<file path="config.mk">
export PLATFORM = sky130hd
export DESIGN_NAME = line_streamer
export DESIGN_NICKNAME = d
export VERILOG_FILES = /design/src/rtl/line_streamer.sv
export SDC_FILE = /design/constraint.sdc
export NUM_CORES = 1
export LEC_CHECK = 0
export ABC_CLOCK_PERIOD_IN_PS = 2500
export BUFFER_PORTS_ARGS = -buffer_cell sky130_fd_sc_hd__buf_2
export CAP_MARGIN = 20
export CORE_ASPECT_RATIO = 0.9
export CORE_MARGIN = 2
export CORE_UTILIZATION = 40
export DETAILED_ROUTE_END_ITERATION = 6
export PLACE_DENSITY = 0.69
export SYNTH_ARGS = -nofsm -noshare
export SYNTH_HDL_FRONTEND = slang
export SYNTH_SLANG_ARGS = --single-unit
</file>
<file path="constraint.sdc">
create_clock -name clk -period 2.5 [get_ports clk]
set_clock_uncertainty 0.1 [all_clocks]
set_input_delay 0.125 -clock clk [delete_from_list [all_inputs] [get_ports clk]]
set_output_delay 0.125 -clock clk [all_outputs]
set_load 0.01 [all_outputs]
</file>
<file path="src/rtl/line_streamer.sv">
// line_streamer: line number -> byte stream.
// Maps a line, fetches packed words, unpacks MSB-first.
module line_streamer #(
  parameter int          LINE_W     = 8,
  parameter int          ADDR_W     = 10,
  parameter int          WORD_BYTES = 2,
  parameter int          PAD_BYTES  = 0,
  parameter logic [7:0]  PAD_CHAR   = 8'h20
) (
  input  logic                    clk,
  input  logic                    rst,
  input  logic                    req_valid,
  output logic                    req_ready,
  input  logic [LINE_W-1:0]       req_line,
  output logic [LINE_W-1:0]       map_line,
  input  logic [2*ADDR_W-1:0]     map_addr,
  output logic [ADDR_W-1:0]       mem_addr,
  input  logic [8*WORD_BYTES-1:0] mem_dout,
  output logic                    out_valid,
  input  logic                    out_ready,
  output logic [7:0]              out_byte,
  output logic                    out_last,
  output logic                    busy
);

  localparam int DW    = 8 * WORD_BYTES;
  localparam int PB1   = (PAD_BYTES > 0) ? PAD_BYTES : 1;
  localparam int CNT_W = $clog2(PB1 + 1);
  localparam int IDX_W = (WORD_BYTES > 1) ? $clog2(WORD_BYTES) : 1;
  localparam bit PAD_EN = (PAD_BYTES > 0);
  localparam logic [CNT_W:0] PAD_N = (CNT_W + 1)'(PAD_BYTES);
  localparam logic [IDX_W-1:0] IDX_LAST = IDX_W'(WORD_BYTES - 1);

  typedef enum logic [2:0] {
    S_IDLE, S_MAP_WAIT, S_MAP_CAPT, S_MEM_WAIT,
    S_MEM_CAPT, S_EMIT, S_PAD
  } state_t;

  state_t             state_q, state_d;
  logic [LINE_W-1:0]  map_line_q, map_line_d;
  logic [ADDR_W-1:0]  mem_addr_q, mem_addr_d;
  logic [ADDR_W-1:0]  end_q, end_d;
  logic [DW-1:0]      shift_q, shift_d;
  logic [IDX_W-1:0]   idx_q, idx_d;
  logic [CNT_W-1:0]   cnt_q, cnt_d;

  logic [ADDR_W-1:0]  m_start, m_end;
  logic [CNT_W:0]     cnt_inc;
  logic               hs, word_last, line_end, trunc, pad_more;

  assign m_start   = map_addr[ADDR_W-1:0];
  assign m_end     = map_addr[2*ADDR_W-1:ADDR_W];
  assign cnt_inc   = {1'b0, cnt_q} + 1'b1;
  assign word_last = (idx_q == IDX_LAST);
  assign line_end  = (mem_addr_q == end_q);
  assign trunc     = PAD_EN && (cnt_inc == PAD_N);
  assign pad_more  = PAD_EN && (cnt_inc < PAD_N);
  assign hs        = out_valid && out_ready;

  assign map_line  = map_line_q;
  assign mem_addr  = mem_addr_q;
  assign busy      = (state_q != S_IDLE);
  assign req_ready = (state_q == S_IDLE);

  // State and datapath registers; reset abandons any line in flight.
  always_ff @(posedge clk or negedge rst) begin
    if (!rst) begin
      state_q    <= S_IDLE;
      map_line_q <= '0;
      mem_addr_q <= '0;
      end_q      <= '0;
      shift_q    <= '0;
      idx_q      <= '0;
      cnt_q      <= '0;
    end else begin
      state_q    <= state_d;
      map_line_q <= map_line_d;
      mem_addr_q <= mem_addr_d;
      end_q      <= end_d;
      shift_q    <= shift_d;
      idx_q      <= idx_d;
      cnt_q      <= cnt_d;
    end
  end

  // Next-state, fetch sequencing and byte-stream outputs.
  always_comb begin
    state_d    = state_q;
    map_line_d = map_line_q;
    mem_addr_d = mem_addr_q;
    end_d      = end_q;
    shift_d    = shift_q;
    idx_d      = idx_q;
    cnt_d      = cnt_q;
    out_valid  = 1'b0;
    out_byte   = 8'h00;
    out_last   = 1'b0;
    unique case (state_q)
      S_IDLE: begin
        if (req_valid) begin
          map_line_d = req_line;
          state_d    = S_MAP_WAIT;
        end
      end
      S_MAP_WAIT: state_d = S_MAP_CAPT;
      S_MAP_CAPT: begin
        end_d = m_end;
        cnt_d = '0;
        if (m_end < m_start) begin
          state_d = S_PAD;
        end else begin
          mem_addr_d = m_start;
          state_d    = S_MEM_WAIT;
        end
      end
      S_MEM_WAIT: state_d = S_MEM_CAPT;
      S_MEM_CAPT: begin
        shift_d = mem_dout;
        idx_d   = '0;
        state_d = S_EMIT;
      end
      S_EMIT: begin
        out_valid = 1'b1;
        out_byte  = shift_q[DW-1 -: 8];
        out_last  = trunc || (word_last && line_end && !pad_more);
        if (hs) begin
          cnt_d   = cnt_inc[CNT_W-1:0];
          idx_d   = idx_q + 1'b1;
          shift_d = shift_q << 8;
          if (out_last) begin
            state_d = S_IDLE;
          end else if (word_last) begin
            if (line_end) begin
              state_d = S_PAD;
            end else begin
              mem_addr_d = mem_addr_q + 1'b1;
              state_d    = S_MEM_WAIT;
            end
          end
        end
      end
      S_PAD: begin
        out_valid = 1'b1;
        out_byte  = PAD_CHAR;
        out_last  = !PAD_EN || (cnt_inc == PAD_N);
        if (hs) begin
          cnt_d = cnt_inc[CNT_W-1:0];
          if (out_last) state_d = S_IDLE;
        end
      end
      default: state_d = S_IDLE;
    endcase
  end

endmodule

</file>
==> results.json <==
{
  "cpMaxStageDelayCell": "dlygate4sd3_1",
  "timing.critical_path.max_delay_family": "buffers and inverters",
  "power-per-cell-area_nw_per_um2": 1107,
  "detailedPlacementHpwl_mm": 4.801,
  "setup_repair_after_global_routing_missed_its_margin": "false",
  "netlist_instances": 255,
  "synth_largest_area_cell": "dfrtp_1",
  "synth_seq_area_share_pct": 45.09,
  "run_status": "finished clean",
  "proportion_of_layout_cells_with_a_drive_suffix_above_1_pct": 33.98,
  "core_area_um2": 6516,
  "clk_path_buf_depth": 2,
  "antenna-diode-count": 0,
  "endpoint_kind": "flop",
  "worst-path-buf-inv": 3,
  "grt_pass1_wl_mm": 10.74,
  "ys_dominant_reg_cell": "dfrtp_1",
  "std_cell_rows": 28,
  "min_period_ns": 2.297,
  "worst_hold_slack_ns": 0.001752,
  "postCtsHoldBufs": 28,
  "cts-root-buf": "clkbuf_8",
  "path_max_fanout": 12,
  "worst_path_class_setup": "in -> reg",
  "grt_antenna_before_repair": 0,
  "count_of_flip_flops_with_a_built_in_enable_after_synthesis": 0,
  "cts_made_buffers": 5,
  "clock_sinks": 48,
  "fmaxAchievable_mhz": 435.4,
  "grtUsageTotal_pct": 18.46,
  "gp_congestion": 0.8733,
  "drt.antenna.violating_nets": 0,
  "die_y_um": 81.42,
  "dr.first_iter.drc_count": 149,
  "num-fill-cells": 595,
  "synth_async_sr_flop_share_pct": 100.0,
  "syn-mean-instance-area_um2": 10.45,
  "post_synth_main_area_contributors": "dfrtp_1, mux2_2, ha_1, xor2_1, a21oi_1",
  "clk_pin_slew_worst_paths_ns": 0.10,
  "ys_warn_count": 0,
  "via_count": 2333,
  "post-cts-setup-buffers": 0,
  "final.period_utilization_pct": 91.88,
  "insertion_delay_ns": 0.30,
  "setup_total_negative_slack_ns": 0,
  "pin_count": 78,
  "firstDrtPassIters": 4,
  "setup-violations-final": 0,
  "startpoint_type": "primary input",
  "synth.top_cell.area_share_pct": 45.09,
  "syn_nets": 313,
  "timing_max_transition_violations_final": 0,
  "floorplan.initialDensity_pct": 40.88,
  "clock_tree_from_tritoncts": "built",
  "dieWidth_um": 90.02,
  "irDropWorstVdd_mv": 0.3967,
  "slew_headroom_pct": 62.13,
  "total_leakage_power_nw": 1.727,
  "worstPathCellList": "dlygate4sd3_1 > buf_2 > ha_1 > nand4_1 > nor4_1 > o41ai_2 > buf_4 > a221oi_1 > a211oi_2",
  "drcViolationCount": 0,
  "pin_count_of_the_biggest_net_entering_global_routing": 39,
  "ctsResizeCount": 0,
  "globalRouteOverflowTotal": 0,
  "worst-endpoint-arrival_ns": 2.38,
  "synth.distinct_cells": 44,
  "post_synth_instance_area_um2": 2664,
  "total_wirelength_mm": 6.657,
  "tightest_slew_ns": 0.5667,
  "h-tree-depth": 2,
  "drv.max_cap_violation_count": 0,
  "io_buffer_count": 77,
  "drt-vias-per-instance": 5.162,
  "hold_violations": 0,
  "crit_required_ns": 2.58,
  "cpPeakStageDelay_ns": 0.55,
  "synth.ff_latch_count": 48,
  "num-nets-final": 419,
  "grt_pass1_vias": 2273,
  "wl_per_cell_um": 14.73,
  "timing.hold.worst.class": "in -> reg",
  "die_area_um2": 7329,
  "area_delta_synth_final_pct": 33.11
}
-- cells in the mapped netlist, types with 4 or more instances --
library cell,number
o22a_1,8
ha_1,10
nor2_1,17
nand2_1,16
a31oi_1,7
a21oi_1,17
inv_1,11
a22o_1,9
and3_1,12
clkbuf_1,4
o21ai_0,10
mux2_2,18
buf_2,9
dfrtp_1,48
xor2_1,10
mux2i_1,8
-- registers in the layout (all words and copies together), names as in the netlist --
signal	flops
end_q	10
idx_q	1
map_line	8
mem_addr	10
shift_q	16
state_q	3
-- worst min-delay path, cell delays in order --
cell and delay, ns:
buf_2 0.08, mux2i_1 0.05, o21ai_0 0.13
-- stage by stage --
step	setup slack (ns)	power [W]	cell area [µm²]	utilization, %	instances
3_3_place_gp	0.3820	0.003274	3151	48.35	416
5_1_grt	0.09585	0.004217	3546	54.42	452
4_1_cts	0.2547	0.003953	3546	54.42	452
2_1_floorplan	0.5989	0.002716	2664	-	255
3_5_place_dp	0.3478	0.003326	3151	48.35	416
6_report	0.2031	0.003924	3546	54.42	452
-- path summary, 6_finish.rpt --
kind | start | to | slack, ns | depth (start not counted)
max | map_addr[19] | mem_addr[0] | 0.20 | 9
min | mem_dout[14] | shift_q[14] | 0.002 | 3
max reg2reg | state_q[0] | mem_addr[4] | 0.32 | 5
min reg2reg | shift_q[10] | shift_q[10] | 0.38 | 2
max in group asynchronous | rst | mem_addr[4] | 1.41 | 3
min in group asynchronous | rst | end_q[8] | 0.12 | 2
-- logic make-up after synthesis --
| family | after synthesis | share of synthesized area (%) |
|---|---|---|
| mux | 26 | 10.62 |
| simple gates | 67 | 13.53 |
| flops | 48 | 45.09 |
| xor+xnor | 10 | 3.288 |
| fa+ha+maj | 10 | 4.697 |
| compound gates | 67 | 17.99 |
| buf+inv | 27 | 4.791 |
-- cell usage in the layout, fill, tap and decap left out, drive strengths merged, types with 11 or more instances in the layout --
cell and count:
and3 12, nor2 17, nand2 17, buf 87, a21oi 18, inv 12, mux2 18, dlygate4sd3 28
dfrtp 48, o21ai 11
-- power breakdown --
group / leakage, nW / switching [W] / internal [W] / total (W)
Combinational: 1.09 / 0.000987 / 0.000889 / 0.00188
Sequential: 0.580 / 0.000311 / 0.00116 / 0.00147
Clock: 0.0548 / 0.000277 / 0.000302 / 0.000579
-- cell type report --
class | instances | area (µm²) | area share (%)
clock inverters | 3 | 46.29 | 1.306
repair buffers | 115 | 740.7 | 20.89
multi-input cells | 180 | 1335 | 37.65
inverters | 11 | 41.29 | 1.164
well taps | 90 | 112.6 | 3.176
clock buffers | 5 | 68.82 | 1.941
flip-flops and latches | 48 | 1201 | 33.87
-- per-layer routing --
layer / share of wire [%] / up-vias / wire length, µm / global-route usage, %
li1: - / 1133 / - / -
met1: 44 / 1111 / 2957 / 24.38
met2: 49 / 80 / 3231 / 30.98
met3: 5.3 / 9 / 351 / 3.486
met4: 1.7 / 0 / 116 / 6.462
met5: 0 / - / 0 / 0
No activity file was read; power rests on OpenSTA's default activity.
